$ cat src/rtl/sal_rw_scheduler.sv
// Read/write request scheduler: arbitrates AR and AW into a one-entry bank request slot,
// gating writes on buffered write data and bounding read/write starvation.
module sal_rw_scheduler #(
    parameter int ID_WIDTH     = 4,
    parameter int ADDR_WIDTH   = 32,
    parameter int LEN_WIDTH    = 4,
    parameter int WCNT_WIDTH   = 5,
    parameter int STARVE_LIMIT = 8,
    parameter int WR_BURST     = 4
) (
    input  logic                  clk,
    input  logic                  rst_n,
    input  logic                  ar_valid,
    input  logic [ID_WIDTH-1:0]   ar_id,
    input  logic [ADDR_WIDTH-1:0] ar_addr,
    input  logic [LEN_WIDTH-1:0]  ar_len,
    output logic                  ar_ready,
    input  logic                  aw_valid,
    input  logic [ID_WIDTH-1:0]   aw_id,
    input  logic [ADDR_WIDTH-1:0] aw_addr,
    input  logic [LEN_WIDTH-1:0]  aw_len,
    output logic                  aw_ready,
    input  logic                  w_valid,
    input  logic                  w_ready,
    input  logic                  w_last,
    output logic                  w_hold,
    output logic                  req_valid,
    output logic [ID_WIDTH-1:0]   req_id,
    output logic [ADDR_WIDTH-1:0] req_addr,
    output logic [LEN_WIDTH-1:0]  req_len,
    output logic                  req_wr,
    input  logic                  req_ready,
    output logic [WCNT_WIDTH-1:0] wcnt,
    output logic                  wr_prio
);
    localparam int SC_W = (STARVE_LIMIT < 1) ? 1 : $clog2(STARVE_LIMIT + 1);
    localparam int BC_W = (WR_BURST < 1) ? 1 : $clog2(WR_BURST + 1);
    localparam logic [WCNT_WIDTH-1:0] WCNT_MAX = {WCNT_WIDTH{1'b1}};
    localparam logic [WCNT_WIDTH-1:0] WCNT_ONE = WCNT_WIDTH'(1);
    localparam logic [SC_W-1:0]       SC_ONE   = SC_W'(1);
    localparam logic [SC_W-1:0]       SC_LIMIT = SC_W'(STARVE_LIMIT);
    localparam logic [BC_W-1:0]       BC_ONE   = BC_W'(1);
    localparam logic [BC_W-1:0]       BC_LIMIT = BC_W'(WR_BURST);

    typedef enum logic {
        RD_PRIO = 1'b0,
        WR_PRIO = 1'b1
    } state_t;

    state_t                  state_q, state_d;
    logic                    run_q, run_d;
    logic [WCNT_WIDTH-1:0]   wcnt_q, wcnt_d;
    logic [SC_W-1:0]         starve_cnt_q, starve_cnt_d;
    logic [BC_W-1:0]         wrb_cnt_q, wrb_cnt_d;
    logic                    req_valid_q, req_valid_d;
    logic                    req_wr_q, req_wr_d;
    logic [ID_WIDTH-1:0]     req_id_q, req_id_d;
    logic [ADDR_WIDTH-1:0]   req_addr_q, req_addr_d;
    logic [LEN_WIDTH-1:0]    req_len_q, req_len_d;

    logic wr_elig, slot_free, grant_rd, grant_wr;
    logic ar_hs, aw_hs, wlast_hs;

    assign w_hold    = (wcnt_q == WCNT_MAX);
    assign wcnt      = wcnt_q;
    assign wr_prio   = (state_q == WR_PRIO);
    assign req_valid = req_valid_q;
    assign req_wr    = req_wr_q;
    assign req_id    = req_id_q;
    assign req_addr  = req_addr_q;
    assign req_len   = req_len_q;

    // Grant selection; run_q keeps both channels closed for the first cycle out of reset.
    always_comb begin
        wr_elig   = aw_valid & (wcnt_q != '0);
        slot_free = ~req_valid_q | req_ready;
        grant_rd  = 1'b0;
        grant_wr  = 1'b0;
        if (state_q == WR_PRIO) begin
            grant_wr = wr_elig;
            grant_rd = ~wr_elig & ar_valid;
        end else begin
            grant_rd = ar_valid;
            grant_wr = ~ar_valid & wr_elig;
        end
        ar_ready = run_q & slot_free & grant_rd;
        aw_ready = run_q & slot_free & grant_wr;
        ar_hs    = ar_valid & ar_ready;
        aw_hs    = aw_valid & aw_ready;
        wlast_hs = w_valid & w_ready & w_last;
    end

    always_comb begin
        run_d  = 1'b1;
        wcnt_d = wcnt_q;
        if (wlast_hs & ~aw_hs) begin
            if (wcnt_q != WCNT_MAX) wcnt_d = wcnt_q + WCNT_ONE;
        end else if (aw_hs & ~wlast_hs) begin
            wcnt_d = wcnt_q - WCNT_ONE;
        end

        req_valid_d = req_valid_q;
        req_wr_d    = req_wr_q;
        req_id_d    = req_id_q;
        req_addr_d  = req_addr_q;
        req_len_d   = req_len_q;
        if (ar_hs) begin
            req_valid_d = 1'b1;
            req_wr_d    = 1'b0;
            req_id_d    = ar_id;
            req_addr_d  = ar_addr;
            req_len_d   = ar_len;
        end else if (aw_hs) begin
            req_valid_d = 1'b1;
            req_wr_d    = 1'b1;
            req_id_d    = aw_id;
            req_addr_d  = aw_addr;
            req_len_d   = aw_len;
        end else if (req_ready) begin
            req_valid_d = 1'b0;
        end
    end

    // Mode switches are decided on the same edge as the grant that reaches a limit.
    always_comb begin
        state_d      = state_q;
        starve_cnt_d = starve_cnt_q;
        wrb_cnt_d    = wrb_cnt_q;
        case (state_q)
            RD_PRIO: begin
                wrb_cnt_d = '0;
                if (aw_hs) starve_cnt_d = '0;
                else if (ar_hs & wr_elig) starve_cnt_d = starve_cnt_q + SC_ONE;
                if ((starve_cnt_d >= SC_LIMIT) | w_hold) state_d = WR_PRIO;
            end
            WR_PRIO: begin
                if (aw_hs) begin
                    wrb_cnt_d    = wrb_cnt_q + BC_ONE;
                    starve_cnt_d = '0;
                end
                if ((wrb_cnt_d >= BC_LIMIT) | (~wr_elig & ~w_hold)) begin
                    state_d      = RD_PRIO;
                    starve_cnt_d = '0;
                end
            end
            default: state_d = RD_PRIO;
        endcase
    end

    always_ff @(posedge clk or negedge rst_n) begin
        if (!rst_n) begin
            state_q      <= RD_PRIO;
            run_q        <= 1'b0;
            wcnt_q       <= '0;
            starve_cnt_q <= '0;
            wrb_cnt_q    <= '0;
            req_valid_q  <= 1'b0;
            req_wr_q     <= 1'b0;
            req_id_q     <= '0;
            req_addr_q   <= '0;
            req_len_q    <= '0;
        end else begin
            state_q      <= state_d;
            run_q        <= run_d;
            wcnt_q       <= wcnt_d;
            starve_cnt_q <= starve_cnt_d;
            wrb_cnt_q    <= wrb_cnt_d;
            req_valid_q  <= req_valid_d;
            req_wr_q     <= req_wr_d;
            req_id_q     <= req_id_d;
            req_addr_q   <= req_addr_d;
            req_len_q    <= req_len_d;
        end
    end
endmodule

$ cat config.mk
export PLATFORM = sky130hd
export DESIGN_NAME = sal_rw_scheduler
export DESIGN_NICKNAME = d
export VERILOG_FILES = /design/src/rtl/sal_rw_scheduler.sv
export SDC_FILE = /design/constraint.sdc
export NUM_CORES = 1
export LEC_CHECK = 0
export CORE_UTILIZATION = 43
export CTS_BUF_LIST = sky130_fd_sc_hd__clkbuf_16
export CTS_CLUSTER_SIZE = 12
export DETAILED_ROUTE_END_ITERATION = 12
export PLACE_DENSITY = 0.81
export SLEW_MARGIN = 20
export SYNTH_ARGS = -nofsm -noshare
export SYNTH_HDL_FRONTEND = slang
export SYNTH_SLANG_ARGS = --single-unit
$ cat constraint.sdc
create_clock -name clk -period 5.7 [get_ports clk]
set_input_delay 1.71 -clock clk [delete_from_list [all_inputs] [get_ports clk]]
set_output_delay 1.71 -clock clk [all_outputs]
set_load 0.02 [all_outputs]
After elaboration in Yosys (flattened, before gate mapping)
Cells that the tools add are included.
{"block": "classes", "add_sub_neg": 4, "magnitude_cmp": 2, "n_eq_ne": 4, "muxes": 28, "bitwise_logic": 24, "reduce_logical": 5}
{"operator": "$mux 32", "n": 2}
{"operator": "$mux 4", "n": 9}
{"operator": "$mux 5", "n": 3}
{"operator": "$and 1x1->1", "n": 14}
{"operator": "$mux 1", "n": 9}
{"operator": "$pmux 4 s2", "n": 1}
{"operator": "$not 1->1", "n": 7}
{"operator": "$mux 3", "n": 2}
{"operator": "$pmux 3 s2", "n": 1}
{"operator": "$add 5x1->5 const B", "n": 1}
{"operator": "$eq 5x5->1 const B", "n": 1}
{"operator": "$ne 5x5->1 const B", "n": 1}
{"operator": "$reduce_bool 5->1", "n": 1}
{"operator": "$sub 5x1->5 const B", "n": 1}
{"operator": "$add 4x1->4 const B", "n": 1}
{"operator": "$ge 4x4->1 const B", "n": 1}
{"operator": "$reduce_bool 2->1", "n": 2}
{"operator": "$add 3x1->3 const B", "n": 1}
{"operator": "$ge 3x3->1 const B", "n": 1}
{"operator": "$ne 3x1->1 const B", "n": 1}
{"operator": "$or 1x1->1", "n": 3}
{"operator": "$reduce_bool 3->1", "n": 1}
{"operator": "$ne 2x1->1 const B", "n": 1}
{"operator": "$pmux 1 s2", "n": 1}
{"operator": "$reduce_and 2->1", "n": 1}
{"block": "word_totals", "ff_bits": 56, "in_bits": 88}

Longest topological paths before layout
{"block": "depth", "depth_word": 15, "mapped_depth": 10, "depth_no_buf": 9}

Worst setup path after synthesis
OpenSTA, ideal clock, no wires.
{"block": "synth_path", "kind": "input-to-output", "start": "in req_ready", "end": "out ar_ready", "arrival_ns": 2.678, "required_ns": 3.990, "path_slack_ns": 1.312, "path_stages": 6, "path_cell_list": "nand2b_1 -> and2_1 -> clkbuf_1 -> nand2_1 -> nor2_8 -> buf_6"}
{"block": "synth_between", "elab_chain_len": 3}
{"element": "start, declared", "line": "32", "text": "input logic req_ready,"}
{"element": "$or 1x1->1", "line": "76", "text": "slot_free = ~req_valid_q | req_ready;"}
{"element": "$and 1x1->1 (2 in series)", "line": "86", "text": "ar_ready = run_q & slot_free & grant_rd;"}
{"element": "end, declared", "line": "17", "text": "output logic ar_ready,"}
No other way between the ends.

Worst setup path after layout
Ends and elaborated chain as after synthesis.

==> flow_summary.rst <==
.. list-table::
   :header-rows: 1

   * - Metric
     - Value
   * - Vertical extent of the die
     - ~80 µm
   * - Count of boundary I/O pins
     - 139
   * - Worst-case reg-to-reg path depth
     - 10
   * - Post-Route Skew
     - 0.00470 ns
   * - Critical path capture point type
     - output pin
   * - Routed length per placed instance
     - 17.7 µm
   * - Setup Viol. Count Final
     - 0
   * - Number of hold buffers added after CTS
     - 0
   * - Antenna violations before repair
     - 0
   * - Cell types occupying the most area after synthesis
     - sky130_fd_sc_hd__dfrtp_1 51%, sky130_fd_sc_hd__a221o_1 15%, sky130_fd_sc_hd__and2_1 9.8%, sky130_fd_sc_hd__ha_1 2.3%, sky130_fd_sc_hd__buf_6 1.6%
   * - Most instantiated flip-flop cell in the synthesis netlist
     - sky130_fd_sc_hd__dfrtp_1
   * - Vias
     - 2415
   * - Pin count of the biggest net entering global routing
     - 57
   * - Setup repair after global routing missed its margin
     - false
   * - Max VDD drop
     - 0.205 mV
   * - Routability Congestion
     - around 0.84
   * - Post-Syn Area per Cell
     - 11.9 µm²
   * - DR vias/cell
     - 5.48
   * - Transition time of the tightest slew-check pin
     - 0.853 ns
   * - GR Overflow Total
     - 0
   * - Proportion of netlist area held by the largest area contributor
     - 51.0%
   * - Fraction of layout cells with a size suffix above 1
     - 6.56%
   * - Antenna diode instance count
     - 0
   * - Layout net count
     - ~460
   * - Peak fanout along the critical path
     - 9
   * - Starting density of the core
     - 45.6%
   * - Sequential fraction of the synthesis area
     - 51.0%
   * - Layout area overhead
     - 56.6%
   * - Final std cell area, no fill
     - 4300 µm²
   * - FP Rows
     - 28
   * - Number of nets with antenna violations after detailed routing
     - 0
   * - Overall routed net length
     - 7800 µm
   * - Buffer count from post-CTS setup fixing
     - 0
   * - TritonCTS clock tree
     - built
   * - Total routing usage reported by global routing
     - 22.8%
   * - Worst-Skew Late Latency
     - between 0.2 and 0.3 ns
   * - Detailed-routing iteration count for the pre-antenna-repair pass
     - 4
   * - Resized Gates After CTS
     - 0
   * - Core area
     - 6030 µm²
   * - Startpoint-to-endpoint class of the critical path
     - in -> out
   * - Share of the clock period used by the worst path
     - 91.9%
   * - Cell taking the most area after synthesis
     - sky130_fd_sc_hd__dfrtp_1
   * - Outcome
     - finished clean
   * - Arrival time at the worst endpoint
     - ~3.5 ns
   * - Number of enable flip-flop cells after synthesis
     - 0
   * - Clk pin slew, worst setup/hold paths
     - about 0.070 ns
   * - Flops & latches, synth
     - 56
   * - Final Hold Fails
     - 0
   * - Data required time at the worst endpoint
     - 3.99 ns
   * - Commonest cells post-synth
     - 56 x sky130_fd_sc_hd__dfrtp_1, 43 x sky130_fd_sc_hd__and2_1, 41 x sky130_fd_sc_hd__a221o_1
   * - Net count after synthesis
     - 324
   * - Number of max-slew violations in the final report
     - 0
   * - Hold Crit Class
     - reg -> reg
   * - Most numerous cell in the Yosys netlist
     - sky130_fd_sc_hd__dfrtp_1
   * - DRC viols
     - 0
   * - First-pass GRT wire length
     - 11600 µm
   * - Leak Pwr
     - 1.81 nW
   * - Aggregate negative setup slack
     - 0 ns
   * - Post-synth ARST share
     - 100%
   * - Power density cells
     - 392 nW/µm²
   * - Unique cell type count in the Yosys netlist
     - 42
   * - Maxcap violations
     - 0
   * - First DRT Iteration DRCs
     - 94
   * - Highest clock frequency the design can meet
     - around 190 MHz
   * - CTS sink cnt
     - between 50 and 60
   * - Vias in the first global route
     - 2368
   * - Area of the die
     - around 6700 µm²
   * - Number of levels the H-tree was split into
     - 2
   * - Headroom to the max-slew limit
     - between 40% and 50%
   * - Deepest clock path buffer count
     - 2
   * - Port Buffers
     - 138
   * - Worst Hold Depth
     - 2
   * - Horizontal extent of the die
     - around 82 µm
   * - Worst Setup Start Kind
     - primary input
   * - Combined area of all synthesized cells
     - 2750 µm²
   * - Count of mapped cells out of synthesis
     - 230
   * - Root Driver
     - sky130_fd_sc_hd__clkbuf_16
   * - Min Tclk post-route
     - approximately 5.2 ns
   * - Post-detail-place hpwl
     - between 5000 and 6000 µm
   * - Reg-to-reg slack, setup
     - 2.42 ns
   * - Placement Cell Area
     - 4160 µm²
   * - Number of buffers inserted during clock tree synthesis
     - 5
   * - Yosys Warn Count
     - 0
==> state kept, by name, indices dropped and copies added, names as in the netlist <==
register,count
req_id,4
req_addr,32
req_valid,1
starve_cnt_q,4
run_q,1
req_wr,1
wrb_cnt_q,3
req_len,4
wr_prio,1
wcnt,5
==> placed cells by master (no fill, tap or decap), types with 2 or more instances in the layout <==
cell type,netlist,layout
sky130_fd_sc_hd__and2_1,43,43
sky130_fd_sc_hd__o21ai_0,3,3
sky130_fd_sc_hd__dfrtp_1,56,56
sky130_fd_sc_hd__nand2b_1,2,2
sky130_fd_sc_hd__nor2b_1,3,3
sky130_fd_sc_hd__a21o_1,2,2
sky130_fd_sc_hd__nand4_1,2,2
sky130_fd_sc_hd__a21oi_1,2,2
sky130_fd_sc_hd__xor2_1,5,5
sky130_fd_sc_hd__buf_4,0,4
sky130_fd_sc_hd__nand3_1,6,6
sky130_fd_sc_hd__mux2_2,3,3
sky130_fd_sc_hd__xnor2_1,2,2
sky130_fd_sc_hd__clkdlybuf4s50_1,0,137
sky130_fd_sc_hd__o21ai_2,2,2
sky130_fd_sc_hd__clkbuf_16,0,5
sky130_fd_sc_hd__nor2_1,5,5
sky130_fd_sc_hd__a221o_1,41,41
sky130_fd_sc_hd__nand2_1,8,8
sky130_fd_sc_hd__inv_1,2,3
sky130_fd_sc_hd__ha_1,5,5
sky130_fd_sc_hd__mux2i_1,4,4
==> final cells by class <==
type	instances	area [µm²]
clock inverters	3	15.0
fillers	449	1730
clock buffers	5	125
inverters	2	7.51
flip-flops and latches	56	1400
well taps	75	93.8
repair buffers	142	1410
multi-input cells	158	1250
==> final timing paths <==
path / start / end
max in group asynchronous: rst_n / req_addr[10]
min in group asynchronous: rst_n / req_addr[6]
worst min register to register: req_wr / req_wr
worst max register to register: wcnt[1] / wcnt[4]
worst min-delay path: req_wr / req_wr
worst max-delay path: req_ready / ar_ready
==> cells by family after synthesis <==
family | count (synthesis) | synth area share [%]
flops | 56 | 51.0
simple gates | 78 | 17.3
compound gates | 59 | 20.0
other cells | 1 | 0.137
fa+ha+maj | 6 | 3.01
buf+inv | 16 | 3.64
mux | 7 | 2.69
xor+xnor | 7 | 2.23
==> power breakdown <==
| part | internal, mW | switching [mW] |
|---|---|---|
| sequential | 0.517 | 0.103 |
| combinational | 0.415 | 0.357 |
| clock | 0.160 | 0.134 |
==> metal layers <==
layer  track usage (%)  share of wire [%]
met1              29.3                 42
met2              37.9                 47
met3              5.44                 10
met4              6.84                1.3
met5                 0                  0
==> worst max-delay path, stage by stage <==
cell and delay [ns]:
sky130_fd_sc_hd__clkdlybuf4s50_1 0.44, sky130_fd_sc_hd__nand2b_1 0.12, sky130_fd_sc_hd__and2_1 0.32, sky130_fd_sc_hd__nand2_1 0.19, sky130_fd_sc_hd__nor2_8 0.12, sky130_fd_sc_hd__clkdlybuf4s50_1 0.62
==> through the flow <==
stage | setup WS, ns | total power [mW] | utilization (%) | instances | hold WS (ns)
floorplan | 1.31 | 1.03 | - | 230 | 0.490
global placement | 0.501 | 1.37 | 69.0 | 433 | 0.479
detailed placement | 0.477 | 1.40 | 69.0 | 433 | 0.499
CTS | 0.466 | 1.70 | 71.4 | 441 | 0.514
global route | 0.344 | 1.78 | 71.4 | 441 | 0.539
finish | 0.461 | 1.69 | 71.4 | 441 | 0.520
No activity file was read; power rests on OpenSTA's default activity.
